<file path="src/rtl/multicycle_decoder.sv">
// Main control for the multicycle ARM core: Moore sequencing FSM plus combinational ALU/PC decode.
// Enables are raw requests; the conditional-execution stage gates FlagW/PCS/RegW/MemW with CondEx.
module multicycle_decoder (
  input  logic       clk,
  input  logic       reset,
  input  logic [1:0] Op,
  input  logic [5:0] Funct,
  input  logic [3:0] Rd,
  output logic [1:0] FlagW,
  output logic       PCS,
  output logic       NextPC,
  output logic       RegW,
  output logic       MemW,
  output logic       IRWrite,
  output logic       AdrSrc,
  output logic [1:0] ResultSrc,
  output logic       ALUSrcA,
  output logic [1:0] ALUSrcB,
  output logic [1:0] ImmSrc,
  output logic [1:0] RegSrc,
  output logic [1:0] ALUControl,
  output logic [3:0] State
);

  typedef enum logic [3:0] {
    S_FETCH   = 4'd0,
    S_DECODE  = 4'd1,
    S_MEMADR  = 4'd2,
    S_MEMRD   = 4'd3,
    S_MEMWB   = 4'd4,
    S_MEMWR   = 4'd5,
    S_EXECR   = 4'd6,
    S_EXECI   = 4'd7,
    S_ALUWB   = 4'd8,
    S_BRANCH  = 4'd9,
    S_UNKNOWN = 4'd10
  } state_e;

  state_e state_q, state_d;
  state_e out_state;

  logic       branch;
  logic       alu_op;
  logic       reg_w_raw;
  logic       mem_w_raw;
  logic       ir_write_raw;
  logic       next_pc_raw;
  logic       adr_src;
  logic [1:0] result_src;
  logic       alu_src_a;
  logic [1:0] alu_src_b;
  logic [1:0] alu_ctl;
  logic [1:0] flag_w_raw;
  logic       cmd_ok;
  logic       pcs_raw;

  always_ff @(posedge clk) begin
    if (reset) begin
      state_q <= S_FETCH;
    end else begin
      state_q <= state_d;
    end
  end

  always_comb begin
    state_d = S_FETCH;
    case (state_q)
      S_FETCH:  state_d = S_DECODE;
      S_DECODE: begin
        case (Op)
          2'b00:   state_d = Funct[5] ? S_EXECI : S_EXECR;
          2'b01:   state_d = S_MEMADR;
          2'b10:   state_d = S_BRANCH;
          default: state_d = S_UNKNOWN;
        endcase
      end
      S_MEMADR: state_d = Funct[0] ? S_MEMRD : S_MEMWR;
      S_MEMRD:  state_d = S_MEMWB;
      S_EXECR:  state_d = S_ALUWB;
      S_EXECI:  state_d = S_ALUWB;
      default:  state_d = S_FETCH;
    endcase
  end

  // Under reset the datapath selects are shown as FETCH so the first fetch sees a settled path.
  assign out_state = reset ? S_FETCH : state_q;

  always_comb begin
    branch       = 1'b0;
    alu_op       = 1'b0;
    reg_w_raw    = 1'b0;
    mem_w_raw    = 1'b0;
    ir_write_raw = 1'b0;
    next_pc_raw  = 1'b0;
    adr_src      = 1'b0;
    result_src   = 2'b00;
    alu_src_a    = 1'b0;
    alu_src_b    = 2'b00;
    case (out_state)
      S_FETCH: begin
        ir_write_raw = 1'b1;
        next_pc_raw  = 1'b1;
        alu_src_a    = 1'b1;
        alu_src_b    = 2'b10;
        result_src   = 2'b10;
      end
      S_DECODE: begin
        alu_src_a  = 1'b1;
        alu_src_b  = 2'b10;
        result_src = 2'b10;
      end
      S_EXECR: begin
        alu_op = 1'b1;
      end
      S_EXECI: begin
        alu_src_b = 2'b01;
        alu_op    = 1'b1;
      end
      S_ALUWB: begin
        reg_w_raw = 1'b1;
      end
      S_MEMADR: begin
        alu_src_b = 2'b01;
      end
      S_MEMRD: begin
        adr_src = 1'b1;
      end
      S_MEMWR: begin
        adr_src   = 1'b1;
        mem_w_raw = 1'b1;
      end
      S_MEMWB: begin
        result_src = 2'b01;
        reg_w_raw  = 1'b1;
      end
      S_BRANCH: begin
        alu_src_b  = 2'b01;
        result_src = 2'b10;
        branch     = 1'b1;
      end
      default: begin
      end
    endcase
  end

  // Unsupported data-processing commands execute as ADD but must not touch the flags.
  always_comb begin
    alu_ctl    = 2'b00;
    cmd_ok     = 1'b0;
    flag_w_raw = 2'b00;
    if (alu_op) begin
      case (Funct[4:1])
        4'b0100: begin alu_ctl = 2'b00; cmd_ok = 1'b1; end
        4'b0010: begin alu_ctl = 2'b01; cmd_ok = 1'b1; end
        4'b0000: begin alu_ctl = 2'b10; cmd_ok = 1'b1; end
        4'b1100: begin alu_ctl = 2'b11; cmd_ok = 1'b1; end
        default: begin alu_ctl = 2'b00; cmd_ok = 1'b0; end
      endcase
      if (cmd_ok) begin
        flag_w_raw = {Funct[0], Funct[0] & ~alu_ctl[1]};
      end
    end
  end

  assign pcs_raw = branch | (reg_w_raw & (Rd == 4'hF));

  assign FlagW      = reset ? 2'b00 : flag_w_raw;
  assign PCS        = pcs_raw      & ~reset;
  assign NextPC     = next_pc_raw  & ~reset;
  assign RegW       = reg_w_raw    & ~reset;
  assign MemW       = mem_w_raw    & ~reset;
  assign IRWrite    = ir_write_raw & ~reset;
  assign AdrSrc     = adr_src;
  assign ResultSrc  = result_src;
  assign ALUSrcA    = alu_src_a;
  assign ALUSrcB    = alu_src_b;
  assign ALUControl = alu_ctl;
  assign ImmSrc     = Op;
  assign RegSrc     = {Op == 2'b01, Op == 2'b10};
  assign State      = state_q;

endmodule

</file>
<file path="config.mk">
export PLATFORM = sky130hd
export DESIGN_NAME = multicycle_decoder
export DESIGN_NICKNAME = d
export VERILOG_FILES = /design/src/rtl/multicycle_decoder.sv
export SDC_FILE = /design/constraint.sdc
export NUM_CORES = 1
export LEC_CHECK = 0
export CAP_MARGIN = 20
export CORE_AREA = 2 2 39 41
export CTS_BUF_LIST = sky130_fd_sc_hd__clkbuf_8
export CTS_CLUSTER_DIAMETER = 30
export DETAILED_ROUTE_END_ITERATION = 6
export DIE_AREA = 0 0 41 43
export DONT_BUFFER_PORTS = 1
export PLACE_DENSITY = 0.53
export SETUP_SLACK_MARGIN = 0.2
export SLEW_MARGIN = 40
export SYNTH_ARGS = -nofsm -noshare
export SYNTH_HDL_FRONTEND = slang
export SYNTH_SLANG_ARGS = --single-unit
</file>
<file path="constraint.sdc">
create_clock -name clk -period 3.7 [get_ports clk]
set_input_delay 0.74 -clock clk [delete_from_list [all_inputs] [get_ports clk]]
set_output_delay 0.74 -clock clk [all_outputs]
set_load 0.05 [all_outputs]
</file>
; Word-level counts from Yosys, hierarchy flattened
; Index checks and enable logic that the tools add are counted.
[classes]
shifts = 0
multipliers = 0
reduce_logical = 12
div = 0
order_cmp = 0
muxes = 22
n_bitwise = 9
add_sub_neg = 0
n_eq_ne = 20
[op_table]
columns = op, n
row1 = "equality test 4 x 3 -> 1 bit, second input constant", 7
row2 = "equality test 4 x 2 -> 1 bit, second input constant", 5
row3 = one-hot mux 4 bit (5 select lines), 1
row4 = "equality test 4 bit, second input constant", 4
row5 = zero test 4 bit, 3
row6 = one-hot mux 4 bit (3 select lines), 1
row7 = 2-to-1 mux 1 bit, 10
row8 = 2-to-1 mux 2 bit, 5
row9 = OR reduction 2 bit, 5
row10 = "equality test 4 x 1 -> 1 bit, second input constant", 2
row11 = one-hot mux 2 bit (2 select lines), 2
row12 = bitwise AND 1 bit, 6
row13 = one-hot mux 2 bit (3 select lines), 1
row14 = OR reduction 3 bit, 2
row15 = 2-to-1 mux 4 bit, 1
row16 = OR reduction 4 bit, 1
row17 = 2-to-1 mux 3 bit, 1
row18 = "equality test 2 x 1 -> 1 bit, second input constant", 1
row19 = "equality test 2 bit, second input constant", 1
row20 = zero test 2 bit, 1
row21 = NOT 1 bit, 2
row22 = bitwise OR 1 bit, 1
[word_totals]
ramBits = 0
output_inout_bits = 23
mem_bits_ro = 0
inputBits = 14
mem_count = 0
word_cells = 64
latch_bits = 0
reg_bits = 4

; Depth between registers and ports, before layout
[logic_depth]
ltp_word = 10
ltp_mapped = 5
mapped_depth_nobuf = 3

; Least setup slack after synthesis
; No wires, ideal clock.
[synth_timing]
kind = input -> output
from = input reset
to = output ALUControl[1]
setup_slack_ns = 0.273
t_arrival_ns = 2.687
n_path_buf = 1
cell_stages = 4
required_ns = 2.960
path_cell_list = clkbuf_1 > nor2_1 > nand3_1 > nor4_1
[synth_between]
elab_chain_len = 5
elab_cells_between_ends = 6
classes_between = eq/ne: 2 / mux: 3 / reduce/logical: 1
[synth_lines]
columns = item, line_no
row1 = start: declaration, 5  ; input logic reset,
row2 = 2-to-1 mux 4 bit (*), 86  ; assign out_state = reset ? S_FETCH : state_q;
row3 = equality test 4 x 3 -> 1 bit, 99  ; case (out_state)
row4 = OR reduction 2 bit (no line) (*), -
row5 = 2-to-1 mux 1 bit (*), 99
row6 = 2-to-1 mux 2 bit (*), 151  ; if (alu_op) begin
row7 = end: declaration, 21  ; output logic [1:0] ALUControl,
; Mark *: on every way between the ends. The rest lies on a longest branch, timed or not.

; Worst setup path in the final report
[layout_timing]
from = register state_q[2] (netlist: State[2])
to = output ALUControl[1]
[layout_between]
elab_chain_len = 5
elab_cells_between_ends = 6
classes_between = eq/ne: 2 / mux: 3 / reduce/logical: 1
[layout_lines]
columns = item, line_no
row1 = start: declaration, 39  ; state_e state_q, state_d;
row2 = start signal: assignment, 61  ; state_q <= state_d;
row3 = 2-to-1 mux 4 bit (*), 86
row4 = equality test 4 x 3 -> 1 bit, 99
row5 = OR reduction 2 bit (no line) (*), -
row6 = 2-to-1 mux 1 bit (*), 99
row7 = 2-to-1 mux 2 bit (*), 151
; Marks and branches as above.

==> qor.yml <==
status: "finished, final reports clean"
wl_per_cell_um: 12.41
antenna_found_initial: 0
synth_top_area_frac: 0.1739
synth_cells: 65
portBuffers: 0
ys_seq_area_frac: 0.1739
post_cts_buffers: 0
worstMarginPinSlew_ns: 0.8041
grt_setup_unrepaired: "false"
largest_register_ffs: 4
dieHeight_um: 43
grt_pass1_wl_um: 1669
cts_tree: "built"
cpPeakStageDelay_ns: 0.83
grt_overflow: 0
period_needed_ns: 2.752
fmax_mhz: 363.3
cts_buffers: 3
crit_fanout: 12
route.detailed.drc: 0
finalCritPeriodShare: 0.7438
final_hold_viol_count: 0
synth_area_leaders: "dfxtp_1 (17%), a21oi_1 (6.5%), nor4b_1 (5.7%)"
leakage_nw: 0.2069
yosys.cell_types.count: 29
drv_cap: 0
crit_path_start_kind: "flip-flop"
cellPowerDensity_nw_per_um2: 410.1
initialDrtViolationCount: 7
num_antenna_cells: 0
clkLatencyLatePin_ns: 0.21
layout-drive-gt1-share: 0.4225
path_cells: "nor2b_2 -> nand3_1 -> nor4_2 -> buf_4"
synthesis.area_um2: 460.4
cts_max_path_buffers: 2
via_per_inst: 5.540
cts_root_buf: "clkbuf_8"
power_mw: 0.2473
drtAntennaViolNets: 0
crit_slowest_cell: "dfxtp_1"
required_ns: 2.96
clkSlewWorstSetupHoldPaths_ns: 0.03
place_congestion: 0.6813
num_vias: 482
maxSlewViolCount: 0
cts.sinks: 4
dieWidth_um: 41
grt_pass1_vias: 434
grt_start_max_net_pins: 19
ir_drop_v: 0.0001166
syn_area_per_cell_um2: 7.084
fin_hold_ws_ns: 0.5877
hold_path_class: "in2reg"
drt_pass1_iterations: 3
num_io_pins: 37
slew_headroom: 0.4632
finalSetupViolations: 0
cts_htree_levels: 1
worstSetupPathType: "reg2out"
coreArea_um2: 1384
clock_skew_ns: 0.002180
synth_area_leader_cell: "dfxtp_1"
placed_area_um2: 559.3
hold_buffers: 0
syn_to_final_growth_pct: 30.98
hpwlAfterDp_um: 815.7
endpoint_kind: "output port"
syn_nets: 79
cp.arrival_ns: 2.01
fin_tns_setup_ns: 0
layout_commonest_cell: "buf_4"
start_util: 0.3327
design_area_um2: 603.1
synth-seq-cells: 4
grtUsageTotal: 0.1353
layout_common_cells: "buf_4 (11), nor2_1 (6), a21oi_1 (6)"
cts_resized: 0
wl_um: 1080
yosysWarningCount: 0
dieArea_um2: 1763
fin_nets: 87
fin_util: 0.4358
num_rows: 14
[Yosys cell counts, drive strengths merged]
| cell type | instances |
|---|---|
| a211oi | 2 |
| a21o | 1 |
| a21oi | 6 |
| a31oi | 1 |
| a41oi | 1 |
| and4bb | 1 |
| buf | 7 |
| clkbuf | 2 |
| dfxtp | 4 |
| nand2 | 2 |
| nand2b | 4 |
| nand3 | 2 |
| nand3b | 2 |
| nand4 | 1 |
| nor2 | 6 |
| nor2b | 5 |
| nor3 | 3 |
| nor4 | 1 |
| nor4b | 3 |
| o21ai | 3 |
| or2 | 2 |
| or3 | 2 |
| or3b | 1 |
| or4b | 1 |
| xnor2 | 2 |
[routing by layer]
metal	up-vias	global-route usage	part of all wire
met5	-	0	0
met3	2	0.05236	0.098
met1	217	0.1629	0.41
li1	244	-	-
met4	0	0.07333	0.0093
met2	19	0.1969	0.48
[per-stage QoR]
step | setup WS (ns) | std cells
6_report | 0.9478 | 87
5_1_grt | 0.8137 | 87
4_1_cts | 0.9270 | 87
3_5_place_dp | 1.160 | 84
3_3_place_gp | 1.142 | 84
2_1_floorplan | 0.2725 | 65
[final cells by class]
type                            instances  area [um2]
Multi-Input combinational cell         52       364.1
Timing Repair Buffer                   12       93.84
Tap cell                               16       20.02
Clock buffer                            3       41.29
Fill cell                             147       780.7
Sequential cell                         4       83.83
[critical path, delay by kind of cell, from the launching register on]
kind / cells / cell delay [ns]
AND/OR/NAND/NOR: 3 / 0.72
flip-flops: 1 / 0.83
buffers and inverters: 1 / 0.23
[power breakdown]
| part | internal [mW] | switching [mW] |
|---|---|---|
| Clock | 0.0692 | 0.0209 |
| Combinational | 0.0279 | 0.0528 |
| Sequential | 0.0482 | 0.0283 |
| Total | 0.145 | 0.102 |
[cells by family after synthesis]
kind of cell | synth area share
flip-flops | 0.1739
AND/OR/NAND/NOR | 0.4864
XOR/XNOR | 0.03805
AO/OA/AOI/OAI | 0.1793
buffers and inverters | 0.1223
[path summary, 6_finish.rpt]
| kind | startpoint | endpoint | cells past startpoint | slack (ns) |
|---|---|---|---|---|
| min reg2reg | State[0] | State[0] | 1 | 0.66 |
| max reg2reg | State[2] | State[3] | 3 | 2.38 |
| min | reset | State[3] | 1 | 0.59 |
| max | State[2] | ALUControl[1] | 4 | 0.95 |
(Power assumes the default switching activity.)
